**src/rtl/ila_mon_pkg.sv**
```systemverilog
// Shared definitions for the ILA refinement monitor: FSM state encoding,
// default parameter values and the mismatch-index width helper.
package ila_mon_pkg;

    localparam int DEF_NUM_MAPS   = 30;
    localparam int DEF_CNT_W      = 8;
    localparam int DEF_MAX_CYCLES = 132;
    localparam int DEF_REARM      = 0;
    localparam int INSTR_W        = 16;

    typedef enum logic [2:0] {
        ST_IDLE  = 3'd0,
        ST_START = 3'd1,
        ST_RUN   = 3'd2,
        ST_DONE  = 3'd3,
        ST_TOUT  = 3'd4
    } state_e;

    // A single mapping still needs a one-bit index port.
    function automatic int idx_width(input int n);
        return ($clog2(n) < 1) ? 1 : $clog2(n);
    endfunction

endpackage

```
**src/rtl/ila_mon_prio_enc.sv**
```systemverilog
// Lowest-set-bit priority encoder used to report the first failing
// state mapping.
module ila_mon_prio_enc #(
    parameter int W     = 30,
    parameter int IDX_W = 5
) (
    input  logic [W-1:0]     req_i,
    output logic             any_o,
    output logic [IDX_W-1:0] idx_o
);

    // Scan from the top so the lowest set bit is the final assignment.
    always_comb begin
        any_o = |req_i;
        idx_o = '0;
        for (int i = W - 1; i >= 0; i--) begin
            if (req_i[i]) begin
                idx_o = IDX_W'(i);
            end
        end
    end

endmodule

```
**src/rtl/ila_refinement_monitor.sv**
```systemverilog
// Tracks one ILA instruction against the RTL: start pulse, bounded cycle
// count, commit-time mapping compare with sticky mismatch/timeout reporting.
//
// state    | meaning
// ST_IDLE  | waiting for issue_i
// ST_START | one-cycle start pulse on start_o
// ST_RUN   | counting cycles until end_cond_i or the cycle bound
// ST_DONE  | check done; terminal, or one cycle then IDLE when re-armed
// ST_TOUT  | bound exceeded without commit; terminal until rst
module ila_refinement_monitor
    import ila_mon_pkg::*;
#(
    parameter int  NUM_MAPS   = DEF_NUM_MAPS,
    parameter int  CNT_W      = DEF_CNT_W,
    parameter int  MAX_CYCLES = DEF_MAX_CYCLES,
    parameter int  REARM      = DEF_REARM,
    localparam int IDX_W      = idx_width(NUM_MAPS)
) (
    input  logic                clk,
    input  logic                rst,
    input  logic                issue_i,
    input  logic                end_cond_i,
    input  logic [NUM_MAPS-1:0] map_eq_i,
    input  logic [NUM_MAPS-1:0] map_mask_i,
    output logic                start_o,
    output logic                started_o,
    output logic                ended_o,
    output logic                resetted_o,
    output logic [CNT_W-1:0]    cycle_cnt_o,
    output logic                check_valid_o,
    output logic                mismatch_o,
    output logic [IDX_W-1:0]    mismatch_idx_o,
    output logic                timeout_o,
    output logic [INSTR_W-1:0]  instr_cnt_o
);

    localparam logic [CNT_W-1:0]   MAX_C     = CNT_W'(MAX_CYCLES);
    localparam logic [INSTR_W-1:0] INSTR_MAX = {INSTR_W{1'b1}};
    localparam bit                 REARM_EN  = (REARM != 0);

    state_e               state_q, state_d;
    logic                 start_q, start_d;
    logic                 started_q, started_d;
    logic                 ended_q, ended_d;
    logic                 check_valid_q, check_valid_d;
    logic                 mismatch_q, mismatch_d;
    logic [IDX_W-1:0]     mismatch_idx_q, mismatch_idx_d;
    logic                 timeout_q, timeout_d;
    logic [CNT_W-1:0]     cycle_cnt_q, cycle_cnt_d;
    logic [INSTR_W-1:0]   instr_cnt_q, instr_cnt_d;
    logic                 resetted_q = 1'b0;

    logic                 iend;
    logic                 at_bound;
    logic                 rearm_clear;
    logic [NUM_MAPS-1:0]  fail_vec;
    logic                 fail_any;
    logic [IDX_W-1:0]     fail_idx;

    assign iend        = end_cond_i && (state_q == ST_RUN);
    assign at_bound    = (cycle_cnt_q == MAX_C);
    assign rearm_clear = REARM_EN && (state_q == ST_DONE);
    assign fail_vec    = ~map_eq_i & map_mask_i;

    ila_mon_prio_enc #(
        .W     (NUM_MAPS),
        .IDX_W (IDX_W)
    ) u_prio_enc (
        .req_i (fail_vec),
        .any_o (fail_any),
        .idx_o (fail_idx)
    );

    always_comb begin
        state_d = state_q;
        unique case (state_q)
            ST_IDLE:  if (issue_i) state_d = ST_START;
            ST_START: state_d = ST_RUN;
            // Commit takes priority over the cycle bound.
            ST_RUN: begin
                if (iend) begin
                    state_d = ST_DONE;
                end else if (at_bound) begin
                    state_d = ST_TOUT;
                end
            end
            ST_DONE:  if (REARM_EN) state_d = ST_IDLE;
            ST_TOUT:  state_d = ST_TOUT;
            default:  state_d = ST_IDLE;
        endcase
    end

    always_comb begin
        start_d        = (state_q == ST_IDLE) && issue_i;
        started_d      = started_q || (state_q == ST_START);
        ended_d        = ended_q || iend;
        check_valid_d  = iend;
        timeout_d      = timeout_q || ((state_q == ST_RUN) && at_bound && !iend);
        mismatch_d     = mismatch_q;
        mismatch_idx_d = mismatch_idx_q;
        cycle_cnt_d    = cycle_cnt_q;
        instr_cnt_d    = instr_cnt_q;

        if (((state_q == ST_START) || (state_q == ST_RUN)) && (cycle_cnt_q < MAX_C)) begin
            cycle_cnt_d = cycle_cnt_q + CNT_W'(1);
        end

        if (iend) begin
            if (instr_cnt_q != INSTR_MAX) begin
                instr_cnt_d = instr_cnt_q + INSTR_W'(1);
            end
            // Only the first failing instruction is recorded.
            if (fail_any && !mismatch_q) begin
                mismatch_d     = 1'b1;
                mismatch_idx_d = fail_idx;
            end
        end

        if (rearm_clear) begin
            started_d   = 1'b0;
            ended_d     = 1'b0;
            cycle_cnt_d = '0;
        end
    end

    always_ff @(posedge clk) begin
        if (rst) begin
            state_q        <= ST_IDLE;
            start_q        <= 1'b0;
            started_q      <= 1'b0;
            ended_q        <= 1'b0;
            check_valid_q  <= 1'b0;
            mismatch_q     <= 1'b0;
            mismatch_idx_q <= '0;
            timeout_q      <= 1'b0;
            cycle_cnt_q    <= '0;
            instr_cnt_q    <= '0;
        end else begin
            state_q        <= state_d;
            start_q        <= start_d;
            started_q      <= started_d;
            ended_q        <= ended_d;
            check_valid_q  <= check_valid_d;
            mismatch_q     <= mismatch_d;
            mismatch_idx_q <= mismatch_idx_d;
            timeout_q      <= timeout_d;
            cycle_cnt_q    <= cycle_cnt_d;
            instr_cnt_q    <= instr_cnt_d;
        end
    end

    // Records that a reset has ever been seen; deliberately outside rst.
    always_ff @(posedge clk) begin
        resetted_q <= resetted_q || rst;
    end

    assign start_o        = start_q;
    assign started_o      = started_q;
    assign ended_o        = ended_q;
    assign resetted_o     = resetted_q;
    assign cycle_cnt_o    = cycle_cnt_q;
    assign check_valid_o  = check_valid_q;
    assign mismatch_o     = mismatch_q;
    assign mismatch_idx_o = mismatch_idx_q;
    assign timeout_o      = timeout_q;
    assign instr_cnt_o    = instr_cnt_q;

endmodule

```
**config.mk**
```make
export PLATFORM = sky130hd
export DESIGN_NAME = ila_refinement_monitor
export DESIGN_NICKNAME = d
export VERILOG_FILES = /design/src/rtl/ila_mon_pkg.sv /design/src/rtl/ila_mon_prio_enc.sv /design/src/rtl/ila_refinement_monitor.sv
export SDC_FILE = /design/constraint.sdc
export NUM_CORES = 1
export LEC_CHECK = 0
export CORE_MARGIN = 5
export CORE_UTILIZATION = 50
export DETAILED_ROUTE_END_ITERATION = 12
export DONT_BUFFER_PORTS = 1
export PLACE_DENSITY_LB_ADDON = 0.12
export SLEW_MARGIN = 20
export SYNTH_ARGS = -nofsm -noshare
export SYNTH_HDL_FRONTEND = slang
export SYNTH_SLANG_ARGS = --single-unit
```
**constraint.sdc**
```tcl
create_clock -name clk -period 1.95 [get_ports clk]
set_input_delay 0.4875 -clock clk [delete_from_list [all_inputs] [get_ports clk]]
set_output_delay 0.4875 -clock clk [all_outputs]
set_load 0.1 [all_outputs]
```
==> results.md, run 1 <==
- Outcome: completed
- WL/cell: 13.67 microns
- Synth async-reset ratio: 0%
- Largest net degree at the start of global routing: 42
- Critical path's slowest cell: dfxtp_1
- Core area: 0.004354 sq mm
- Htree depth: 2
- Setup violators final: 0
- Sequential share of power: 47.6%
- Worst Path Buf+Inv: 0
- Largest area contributor in the netlist: dfxtp_1
- Max FO, Critical Path: 7
- Mapped cell area: 0.002246 sq mm
- HPWL after DPL: 4176 microns
- TritonCTS clock tree: built
- Post-CTS Setup Inserts: 0
- Crit Path Class: flop to flop
- Max Slew Vio Count: 0
- Critical path arrival: between 1.5 and 2 ns
- Yosys cell types: 55
- Most frequent cells after synthesis: dfxtp_1, nor2_1, nor2b_1
- Max-Cap Viols: 0
- Routed Antenna Nets: 0
- IO Pins: 100
- Area delta synth->final: 22.12%
- Peak VDD IR: 0.4245 mV
- Worst Clk Skew: 0.006502 ns
- Vias in the first global route: 1,950
- Hold Path Class: primary input to flop
- Worst-Margin Slew: 0.4798 ns
- Post-layout util: 62.99%
- Leakage: ~1.1 nW
- GRT Residual Overflow: 0
- GRT Util Overall: 16.44%
- Clock latency on the worst-skew pair: 0.28 ns
- Part of the power in the clock network: 29.3%
- Area occupied by multi-input gates: 0.001386 sq mm
- Fmax achieved: 562.1 MHz
- Top FF cell, synth: dfxtp_1
- Nets: 389
- Vias per Instance: ~5.5
- Final Cycle Share: 91.23%
- Total power: 1.737 mW
- Largest cells by area after synthesis: dfxtp_1, nor2_1, nor2b_1
- Port bufs: 0
- Synth warn: 0
- Post-CTS sizing: 0
- Minimum clock period: 1.779 ns
- P per Cell Area: 633.5 mW/mm^2
- CP endpoint kind: flop
- DR vias: roughly 2,100
- Row count: 24
- WP data required: between 2 and 2.5 ns
- Initial DRC Count: 73
- Gp weighted congestion: 0.7815
- Slew Limit Headroom: 67.77%
- Clock Sink Count: 39
- Num CTS Buffers: 5
- Initial antenna violation count: 0
- Fill cell count: 413
- Area share of the largest cell type after synthesis: 34.76%
- RSZ-0062 raised after global routing: no
- Cts hold-fix bufs: 0
- Internal: around 1.2 mW
- Switching Fraction: 31.55%
- Root buf cell: clkbuf_8
- CP max stage delay: 0.38 ns
- Drt first pass iters: 4
- Max clock buf depth: 2
- Clock transition at path regs: 0.07 ns
- R2R Setup Slk: 0.17 ns
- Sequential share of the synthesized area: 34.76%
- DIE AREA: 0.005932 sq mm
- Number of synthesized flops with an enable pin: 0
- Storage element area: 827.0 sq um
- CP top delay family: simple AND/OR/NAND/NOR gates
- First-pass GRT wire length: 8245 microns
- Layout cells sized above 1: 26.63%
- Post-synthesis register bit count: 39
- Sw power: 0.5481 mW
- Antenna diodes: 0
- Synthesized Nets: 343
- Top-count cell post-synth: dfxtp_1
- Worst-path cell chain: nor2_2 -> and3_4 -> nand2_4 -> or3_4 -> or3_1 -> a21oi_1
- Worst setup SP type: flop
- DIE WIDTH: 77.02 microns
- Logic pwr share: 23.1%
- WL final: around 5100 microns
- Initial core utilization: about half
- Syn Area/Cell: 8.137 sq um
- Drt drc: 0
- Die height: approximately 77 microns
- Cells after Synth: roughly 280
- Final Hold Vio Count: 0
## sequential cells by signal (all words and copies together) (netlist names), 3 cells and up
register and cells:
instr_cnt_o 16, state_q 3, mismatch_idx_o 5, cycle_cnt_o 8
## logic make-up after synthesis
family	after synthesis	synth area share [%]
compound gates	47	14.26
flops	39	34.76
fa+ha+maj	3	1.671
simple gates	147	36.77
mux	3	1.337
xor+xnor	19	7.409
buf+inv	18	3.788
## path summary, 6_finish.rpt
kind / from / endpoint / cells after the start
worst min-delay path: rst / instr_cnt_o[0]$_SDFFE_PP0P_ / 1
worst max register to register: state_q[2]$_SDFFE_PP0P_ / instr_cnt_o[14]$_SDFFE_PP0P_ / 6
worst min register to register: mismatch_idx_o[0]$_SDFFE_PP0P_ / mismatch_idx_o[0]$_SDFFE_PP0P_ / 2
worst max-delay path: state_q[2]$_SDFFE_PP0P_ / instr_cnt_o[14]$_SDFFE_PP0P_ / 6
## final cells by class
class | instances | share of cell area, %
Multi-Input combinational cell | 219 | 50.55
Sequential cell | 39 | 30.16
Timing Repair Buffer | 45 | 12.32
Clock buffer | 7 | 2.783
Tap cell | 52 | 2.372
Inverter | 12 | 1.642
Clock inverter | 1 | 0.1825
## per-layer routing
| layer | global-route usage (%) | up-vias | part of all wire [%] |
|---|---|---|---|
| li1 | - | 1078 | - |
| met1 | 18.31 | 907 | 41 |
| met2 | 28.61 | 65 | 48 |
| met3 | 6.557 | 6 | 9.3 |
| met4 | 4.983 | 0 | 1.3 |
| met5 | 0 | - | 0 |
## metrics by stage
| stage | hold slack (ns) | worst slack (ns) | TNS (ns) | area (sq um) | instances |
|---|---|---|---|---|---|
| after floorplan | 0.5109 | -0.01579 | -0.01579 | 2292 | 276 |
| after global placement | 0.4648 | 0.07394 | 0 | 2655 | 367 |
| after detailed placement | 0.4777 | 0.04893 | 0 | 2655 | 367 |
| after CTS | 0.2520 | 0.1210 | 0 | 2736 | 375 |
| after global routing | 0.2461 | 0.05234 | 0 | 2743 | 375 |
| final | 0.2637 | 0.1709 | 0 | 2743 | 375 |
## placed cells by master, fill, tap and decap left out, types with 5 or more instances in the layout
cell type / count
a21oi_1: 13
buf_4: 45
clkbuf_8: 5
dfxtp_1: 18
dfxtp_2: 13
dfxtp_4: 8
inv_1: 12
nand2_1: 15
nand2b_1: 18
nand4_1: 9
nor2_1: 38
nor2b_1: 21
nor3_1: 13
o21ai_0: 8
xnor2_1: 6
xor2_1: 13
## power groups by stage
stage                     Clock (mW)  Combinational, mW  Sequential [mW]
after floorplan                    0              0.188            0.991
after global placement             0              0.399            0.844
after detailed placement           0              0.403            0.845
after CTS                      0.530              0.404            0.826
after global routing           0.568              0.434            0.830
final                          0.509              0.401            0.827
No activity file was read; power rests on OpenSTA's default activity.
==> run 2: changes to the inputs <==
--- a/config.mk
+++ b/config.mk
@@ -5,6 +5,7 @@
 export SDC_FILE = /design/constraint.sdc
 export NUM_CORES = 1
 export LEC_CHECK = 0
+export CAP_MARGIN = 20
 export CORE_MARGIN = 5
 export CORE_UTILIZATION = 50
 export DETAILED_ROUTE_END_ITERATION = 12
==> results of run 2 <==
Same layout as run 1: the final DEF is identical, and so are final timing and power.
